<file path="config.mk">
export PLATFORM = sky130hd
export DESIGN_NAME = rob_multi_wb
export DESIGN_NICKNAME = d
export VERILOG_FILES = /design/src/rtl/rob_multi_wb.sv
export SDC_FILE = /design/constraint.sdc
export NUM_CORES = 2
export LEC_CHECK = 0
export ABC_AREA = 1
export CAP_MARGIN = 15
export CELL_PAD_IN_SITES_DETAIL_PLACEMENT = 0
export CELL_PAD_IN_SITES_GLOBAL_PLACEMENT = 2
export CORE_ASPECT_RATIO = 0.6
export CORE_MARGIN = 5
export CORE_UTILIZATION = 42
export DETAILED_ROUTE_END_ITERATION = 12
export PLACE_DENSITY_LB_ADDON = 0.1
export SETUP_SLACK_MARGIN = 0.3
export SYNTH_ARGS = -nofsm -noshare
export SYNTH_HDL_FRONTEND = slang
export SYNTH_SLANG_ARGS = --single-unit
</file>
<file path="constraint.sdc">
create_clock -name clk -period 12 [get_ports clk]
set_input_delay 3 -clock clk [delete_from_list [all_inputs] [get_ports clk]]
set_output_delay 3 -clock clk [all_outputs]
set_load 0.02 [all_outputs]
</file>
<file path="src/rtl/rob_multi_wb.sv">
// Reorder buffer with ALU and SLB writeback ports; commits in order, one per cycle, and flushes on branch mispredict.
// Latency: writeback to commit is 1 cycle; with ROB_WB_BYPASS_EN defined, a head writeback commits at the same edge.
// Backpressure: issue_ready is low when full or during a flush decision; a head store waits for store_commit_ready.
module rob_multi_wb #(
  parameter int DEPTH_LOG2 = 3,
  parameter int DATA_W     = 32,
  parameter int RD_W       = 5
) (
  input  logic                  clk,
  input  logic                  rst,
  input  logic                  issue_valid,
  output logic                  issue_ready,
  output logic [DEPTH_LOG2-1:0] issue_tag,
  input  logic [DATA_W-1:0]     issue_pc,
  input  logic [DATA_W-1:0]     issue_pred_pc,
  input  logic [RD_W-1:0]       issue_rd,
  input  logic                  issue_is_store,
  input  logic                  issue_is_branch,
  input  logic                  alu_wb_valid,
  input  logic [DEPTH_LOG2-1:0] alu_wb_tag,
  input  logic [DATA_W-1:0]     alu_wb_data,
  input  logic [DATA_W-1:0]     alu_wb_jpc,
  input  logic                  slb_wb_valid,
  input  logic [DEPTH_LOG2-1:0] slb_wb_tag,
  input  logic [DATA_W-1:0]     slb_wb_data,
  input  logic                  store_commit_ready,
  output logic                  commit_valid,
  output logic [DEPTH_LOG2-1:0] commit_tag,
  output logic [DATA_W-1:0]     commit_pc,
  output logic [RD_W-1:0]       commit_rd,
  output logic [DATA_W-1:0]     commit_data,
  output logic                  store_commit_valid,
  output logic                  flush_valid,
  output logic [DATA_W-1:0]     flush_pc,
  output logic [DEPTH_LOG2:0]   count
);

  localparam int DEPTH = 1 << DEPTH_LOG2;
  localparam int CNT_W = DEPTH_LOG2 + 1;
  localparam logic [CNT_W-1:0] FULL = CNT_W'(DEPTH);
  localparam logic [DEPTH_LOG2-1:0] PTR_ONE = DEPTH_LOG2'(1);

  logic [DEPTH-1:0]      ent_valid;
  logic [DEPTH-1:0]      ent_done;
  logic [DEPTH-1:0]      ent_store;
  logic [DEPTH-1:0]      ent_branch;
  logic [DATA_W-1:0]     ent_pc      [DEPTH];
  logic [DATA_W-1:0]     ent_pred_pc [DEPTH];
  logic [DATA_W-1:0]     ent_data    [DEPTH];
  logic [DATA_W-1:0]     ent_jpc     [DEPTH];
  logic [RD_W-1:0]       ent_rd      [DEPTH];
  logic [DEPTH_LOG2-1:0] head;
  logic [DEPTH_LOG2-1:0] tail;

  logic                  head_done;
  logic [DATA_W-1:0]     head_data;
  logic [DATA_W-1:0]     head_jpc;
  logic                  commit;
  logic                  mispredict;
  logic                  fire;

`ifdef ROB_WB_BYPASS_EN
  logic alu_hit_head;
  logic slb_hit_head;

  assign alu_hit_head = alu_wb_valid && (alu_wb_tag == head);
  assign slb_hit_head = slb_wb_valid && (slb_wb_tag == head);
  assign head_done    = ent_done[head] | alu_hit_head | slb_hit_head;
  assign head_data    = alu_hit_head ? alu_wb_data :
                        slb_hit_head ? slb_wb_data : ent_data[head];
  assign head_jpc     = alu_hit_head ? alu_wb_jpc : ent_jpc[head];
`else
  assign head_done = ent_done[head];
  assign head_data = ent_data[head];
  assign head_jpc  = ent_jpc[head];
`endif

  assign commit      = ent_valid[head] && head_done && (!ent_store[head] || store_commit_ready);
  assign mispredict  = commit && ent_branch[head] && (head_jpc != ent_pred_pc[head]);
  // Issue is refused on the mispredict edge because that edge discards it anyway.
  assign issue_ready = (count < FULL) && !mispredict;
  assign issue_tag   = tail;
  assign fire        = issue_valid && issue_ready;

  always_ff @(posedge clk) begin
    if (!rst) begin
      ent_valid          <= '0;
      ent_done           <= '0;
      head               <= '0;
      tail               <= '0;
      count              <= '0;
      commit_valid       <= 1'b0;
      store_commit_valid <= 1'b0;
      flush_valid        <= 1'b0;
      commit_tag         <= '0;
      commit_pc          <= '0;
      commit_rd          <= '0;
      commit_data        <= '0;
      flush_pc           <= '0;
    end else begin
      commit_valid       <= commit;
      store_commit_valid <= commit && ent_store[head];
      flush_valid        <= mispredict;
      if (commit) begin
        commit_tag  <= head;
        commit_pc   <= ent_pc[head];
        commit_rd   <= ent_rd[head];
        commit_data <= head_data;
      end
      if (mispredict) begin
        flush_pc  <= head_jpc;
        ent_valid <= '0;
        ent_done  <= '0;
        head      <= '0;
        tail      <= '0;
        count     <= '0;
      end else begin
        if (slb_wb_valid && ent_valid[slb_wb_tag]) ent_done[slb_wb_tag] <= 1'b1;
        if (alu_wb_valid && ent_valid[alu_wb_tag]) ent_done[alu_wb_tag] <= 1'b1;
        if (commit) begin
          ent_valid[head] <= 1'b0;
          head            <= head + PTR_ONE;
        end
        // Tail never equals a committing head here: issue is blocked when full.
        if (fire) begin
          ent_valid[tail] <= 1'b1;
          ent_done[tail]  <= 1'b0;
          tail            <= tail + PTR_ONE;
        end
        count <= count + CNT_W'(fire) - CNT_W'(commit);
      end
    end
  end

  // Payload needs no reset: every read is qualified by ent_valid/ent_done.
  always_ff @(posedge clk) begin
    if (fire) begin
      ent_pc[tail]      <= issue_pc;
      ent_pred_pc[tail] <= issue_pred_pc;
      ent_rd[tail]      <= issue_rd;
      ent_store[tail]   <= issue_is_store;
      ent_branch[tail]  <= issue_is_branch;
    end
    if (slb_wb_valid && ent_valid[slb_wb_tag]) ent_data[slb_wb_tag] <= slb_wb_data;
    if (alu_wb_valid && ent_valid[alu_wb_tag]) begin
      ent_data[alu_wb_tag] <= alu_wb_data;
      ent_jpc[alu_wb_tag]  <= alu_wb_jpc;
    end
  end

endmodule

</file>
# ---- Word level (Yosys, flattened, before mapping)
# Memories as Yosys holds them, arrays and structs flattened. A register that Yosys moved wholly into a read port is not among the register bits.
# Index checks and enable logic that the tools add are counted.
dict set report totals {
  ff_bits 80
  ram_bits 1064
  in_bits 179
  out_inout_bits 115
  word_cells 102
  mem_count 5
}
dict set report classes {
  add_sub_neg 4
  order_cmp 9
  eq_ne 1
  n_mux 43
  n_bitwise 8
  reduce_logical 20
}
# memory words width rd rd_ports_with_merged_regs wr line
set memory_table {}
lappend memory_table {ent_data 8 32 1 1 2 49} ;# logic [DATA_W-1:0] ent_data [DEPTH];
lappend memory_table {ent_jpc 8 32 1 1 1 50} ;# logic [DATA_W-1:0] ent_jpc [DEPTH];
lappend memory_table {ent_pc 8 32 1 1 1 47} ;# logic [DATA_W-1:0] ent_pc [DEPTH];
lappend memory_table {ent_pred_pc 8 32 1 1 1 48} ;# logic [DATA_W-1:0] ent_pred_pc [DEPTH];
lappend memory_table {ent_rd 8 5 1 1 1 51} ;# logic [RD_W-1:0] ent_rd [DEPTH];
# op count
set ops {}
lappend ops {{2-to-1 mux 8 bit} 11}
lappend ops {{!= test 32 bit} 1}
lappend ops {{bitwise OR 8 bit} 3}
lappend ops {{binary-select mux 1 bit (select 3 bit)} 6}
lappend ops {{AND 8 bit} 2}
lappend ops {{bitwise mux 8 bit} 2}
lappend ops {{less-than comparator 3 x 4 -> 1 bit (second input constant)} 4}
lappend ops {{2-to-1 mux 1 bit} 16}
lappend ops {{inverter 8 bit} 2}
lappend ops {{logical AND 1 bit} 13}
lappend ops {{demux 1 bit (select 3 bit)} 4}
lappend ops {{greater-or-equal comparator 3 x 1 -> 1 bit (second input constant)} 4}
lappend ops {{2-to-1 mux 3 bit} 4}
lappend ops {{adder 3 x 1 -> 3 bit (second input constant)} 2}
lappend ops {{zero test 1 bit} 5}
lappend ops {{adder 4 x 1 -> 4 bit} 1}
lappend ops {{less-than comparator 4 bit (second input constant)} 1}
lappend ops {{subtractor 4 x 1 -> 4 bit} 1}
lappend ops {{OR reduction 2 bit} 1}
lappend ops {{logical OR 1 bit} 1}
lappend ops {{inverter 1 bit} 1}

# ---- Longest topological paths before layout
dict set report logic_depth {
  ltp_word 15
  mapped_depth 27
  ltp_nobuf 25
}

# ---- Worst setup path after synthesis
# No wires, ideal clock.
dict set report synth_timing {
  kind {input -> output}
  startpoint {in store_commit_ready}
  endpoint {out issue_ready}
  arrival_time_ps 3870
  t_required_ps 9000
  slack_ps 5130
  cell_stages 6
  path_buffers 0
  path_cell_list {or2_0 -> nand2_1 -> nor2_1 -> nand2_2 -> inv_2 -> nor2_1}
}
dict set report synth_via {
  elab_chain_cells 6
}
# element line
set synth_lines {}
lappend synth_lines {{from (decl)} 26} ;# input logic store_commit_ready,
lappend synth_lines {{logical OR 1 bit} 78} ;# assign commit = ent_valid[head] && head_done && (!ent_store[head] || store_commit_ready);
lappend synth_lines {{logical AND 1 bit} 78}
lappend synth_lines {{logical AND 1 bit (2 in series)} 79} ;# assign mispredict = commit && ent_branch[head] && (head_jpc != ent_pred_pc[head]);
lappend synth_lines {{zero test 1 bit} 81} ;# assign issue_ready = (count < FULL) && !mispredict;
lappend synth_lines {{logical AND 1 bit} 81}
lappend synth_lines {{to (decl)} 12} ;# output logic issue_ready,
# Every way passes these cells.

==> flow_metrics.tcl <==
set metrics [dict create \
    tritoncts "done" \
    hold_start "flush_pc[1]$_SDFFE_PN0P_" \
    rsz0062_at_grt "false" \
    grt-ovfl-total 0 \
    utilization_pct 49.2 \
    synth.area.top_cells "edfxtp_1, nand2_1, o21ai_0" \
    path_clk_slew_ps 60 \
    grt_pass1_wl_um 231000 \
    drc 0 \
    crit_path_start_kind "flip-flop" \
    synthDistinctLibCells 35 \
    num_io_pins 294 \
    globalRouteTotalUtil_pct 23.9 \
    syn-num-nets 5214 \
    start_util_pct 42.4 \
    wire_per_inst_um 22.7 \
    worst_pin_slew_ps 1120 \
    gp_congestion 0.765 \
    sequentialPowerShare_pct 52.3 \
    wirelength_um 157000 \
    switchingPower_mw 1.99 \
    yosys_warnings 0 \
    post-place-cells 6667 \
    vdd_drop_max_v 0.000109 \
    cap_viol_max_count 0 \
    core_area_um2 122000 \
    critPathKind "reg -> out" \
    arrival_ps 5380 \
    netlist_instances 5028 \
    antenna_found_initial 23 \
    status "complete, no violations" \
    die_h_um 281 \
    numCtsBuffers 118 \
    drtIter0Drc 3177 \
    num-fill-cells 11190 \
    crit_path_end_kind "output port" \
    p_clk_share_pct 42.8 \
    netlist_area_um2 51500 \
    post_cts_buffers 0 \
    synth_xor_area_share_pct 0.0680 \
    ys_ff_latch 1216 \
    drt-pass1-iter-count 5 \
    dieArea_um2 130000 \
    clockRootBuffer "clkbuf_16" \
    first_global_vias 33852 \
    syn_area_per_cell_um2 10.2 \
    synth-compound-area-share_pct 9.21 \
    maxSlewHeadroom_pct 25.6 \
    swShare_pct 21.9 \
    drive_gt1_share_pct 5.38 \
    period_needed_ps 8380 \
    required_ps 9000 \
    ctsResizeCount 0 \
    synth_top_family_by_area "simple AND/OR/NAND/NOR gates" \
    setup_viol 0 \
    synthMuxAreaShare_pct 0 \
    hold_class "reg -> reg" \
    p_leak_nw 23.1 \
    die_width_um 462 \
    cts.sinks 1216 \
    num_vias 35816 \
    insertion_delay_ps 740 \
    timing.hold.ws_ps 457 \
    syn2layout_area_growth_pct 16.1 \
    p_int_mw 7.10 \
    finalCritPeriodShare_pct 69.8 \
    p_comb_share_pct 5.0 \
    grt_max_degree 219 \
    slew_violations 0 \
    power_density_nw_per_um2 152 \
    yosysSeqAreaShare_pct 68.2 \
    fin_worst_skew_ps 19.9 \
    synth_top_cell_by_area "edfxtp_1" \
    cts_hold_buffers 0 \
    rows 99 \
    power.total_mw 9.09 \
    synth_largest_type_area_fraction_pct 63.0 \
    tns_ps 0 \
    viasPerCell 5.19 \
    final_net_count 5357 \
    port_buffers 293 \
    fin_cells 6902 \
    max_freq_mhz 119 \
    clockBufferDepth 3 \
    htreeDepth 3 \
    worstPathMaxFanout 128 \
    hold_violations 0 \
    dp_hpwl_um 86000 \
    yosys.area_share.simple_pct 16.5 \
    postRouteAntennaNets 0 \
    synth-adder-area-share_pct 0.185 \
]
registers in the layout, summed over array words and instances (netlist names), named ones only:
register / count
flush_valid: 1
ent_jpc: 256
commit_tag: 3
issue_tag: 3
count: 4
ent_valid: 8
commit_rd: 5
commit_valid: 1
head: 3
ent_pred_pc: 256
ent_store: 8
commit_pc: 32
commit_data: 32
store_commit_valid: 1
ent_data: 256
ent_rd: 40
ent_pc: 256
flush_pc: 32
ent_branch: 8
ent_done: 8
power groups by stage:
stage,Combinational (mW),Clock (mW),Sequential [mW]
floorplan,0.221,0,4.85
CTS,0.456,3.96,4.75
global placement,0.450,0,4.84
finish,0.451,3.89,4.75
detailed placement,0.453,0,4.84
global route,0.505,4.14,4.76
cell families (layout without fill, tap and decap cells):
logic type | count (synthesis) | in the layout
AND/OR/NAND/NOR | 2139 | 2139
adder cells (fa/ha/maj) | 7 | 7
other | 0 | 9
XOR/XNOR | 4 | 4
buffers and inverters | 758 | 1007
AO/OA/AOI/OAI | 904 | 904
flip-flops | 1216 | 1216
layout make-up:
class | count | area, um^2 | area share (%)
flip-flops and latches | 1216 | 35200 | 58.8
multi-input cells | 3054 | 13500 | 22.6
repair buffers | 348 | 3390 | 5.67
clock buffers | 176 | 3380 | 5.65
well taps | 1616 | 2020 | 3.38
inverters | 433 | 1660 | 2.78
clock inverters | 50 | 626 | 1.05
diodes | 9 | 22.5 | 0.0377
routing by layer:
layer / vias up / global-route usage (%) / share of wire (%)
met1: 17254 / 36.7 / 48
met4: 12 / 4.80 / 1.9
met3: 202 / 4.24 / 6.1
li1: 17355 / - / -
met5: - / 0 / 0.057
met2: 993 / 35.9 / 44
per-stage QoR:
stage / area (um^2) / setup slack, ps
finish: 59800 / 3620
global route: 59800 / 3260
CTS: 59800 / 3600
detailed placement: 55800 / 3650
global placement: 55800 / 3620
floorplan: 51500 / 5130
synthesized netlist by cell type:
cell       number
a21oi_1        21
a221oi_1        2
a22o_1          1
a22oi_1         1
and2_1          1
buf_1          29
buf_2          79
buf_4           7
clkbuf_1      210
clkinv_1        1
dfxtp_1       136
edfxtp_1     1080
fa_1            1
ha_1            6
inv_1         428
inv_2           4
nand2_1      1274
nand2_2         1
nand3_1       261
nand4_1        12
nor2_1        498
nor2_2          1
nor2_4          1
nor3_1         89
o2111a_1        1
o2111ai_1       1
o21ai_0       693
o21ai_1        37
o221ai_1        1
o22ai_1       139
o311ai_0        3
o31ai_1         4
or2_0           1
xnor2_1         2
xor2_1          2
worst paths after layout:
path                                  endpoint  slack (ps)  cells past startpoint
setup / recovery                   issue_ready        3620                     17
hold / removal        flush_pc[1]$_SDFFE_PN0P_         460                      2
setup reg to reg  ent_pred_pc[7][27]$_DFFE_PP_        5950                     17
hold reg to reg       flush_pc[1]$_SDFFE_PN0P_         460                      2
critical path: stages, from the launching register on:
cell,delay (ps)
dfxtp_4,500
inv_6,530
buf_12,480
nand2_1,100
nand3_1,100
nand2_1,100
o21ai_1,190
nand2_1,80
nand2_1,110
nand2_1,70
nor2_1,110
nand2_1,190
nor2_1,450
nand2_1,300
nand2_2,310
inv_2,90
nor2_1,110
clkdlybuf4s50_1,620
placed cells by master, fill, tap and decap left out, types with 3 or more instances in the layout:
master           netlist  layout
clkbuf_8               0      21
inv_4                  0      10
nor3_1                89      89
o21ai_0              693     685
nor2_1               498     497
buf_12                 0       4
ha_1                   6       6
clkinv_8               0       3
edfxtp_1            1080    1080
clkbuf_1             210      37
inv_1                428     406
clkbuf_16              0     118
dfxtp_4                0       4
nor2_4                 1       3
inv_2                  4      13
nand2_2                1       9
o311ai_0               3       3
o21ai_1               37      37
clkinv_1               1      13
clkdlybuf4s50_1        0     292
bufinv_16              0      13
nand3_1              261     261
o31ai_1                4       4
nand4_1               12      12
o21ai_4                0       8
inv_6                  0       4
o22ai_1              139     139
nand2_1             1274    1265
buf_4                  7      52
diode_2                0       9
clkinv_2               0      17
dfxtp_1              136     132
a21oi_1               21      21
(Power assumes the default switching activity.)
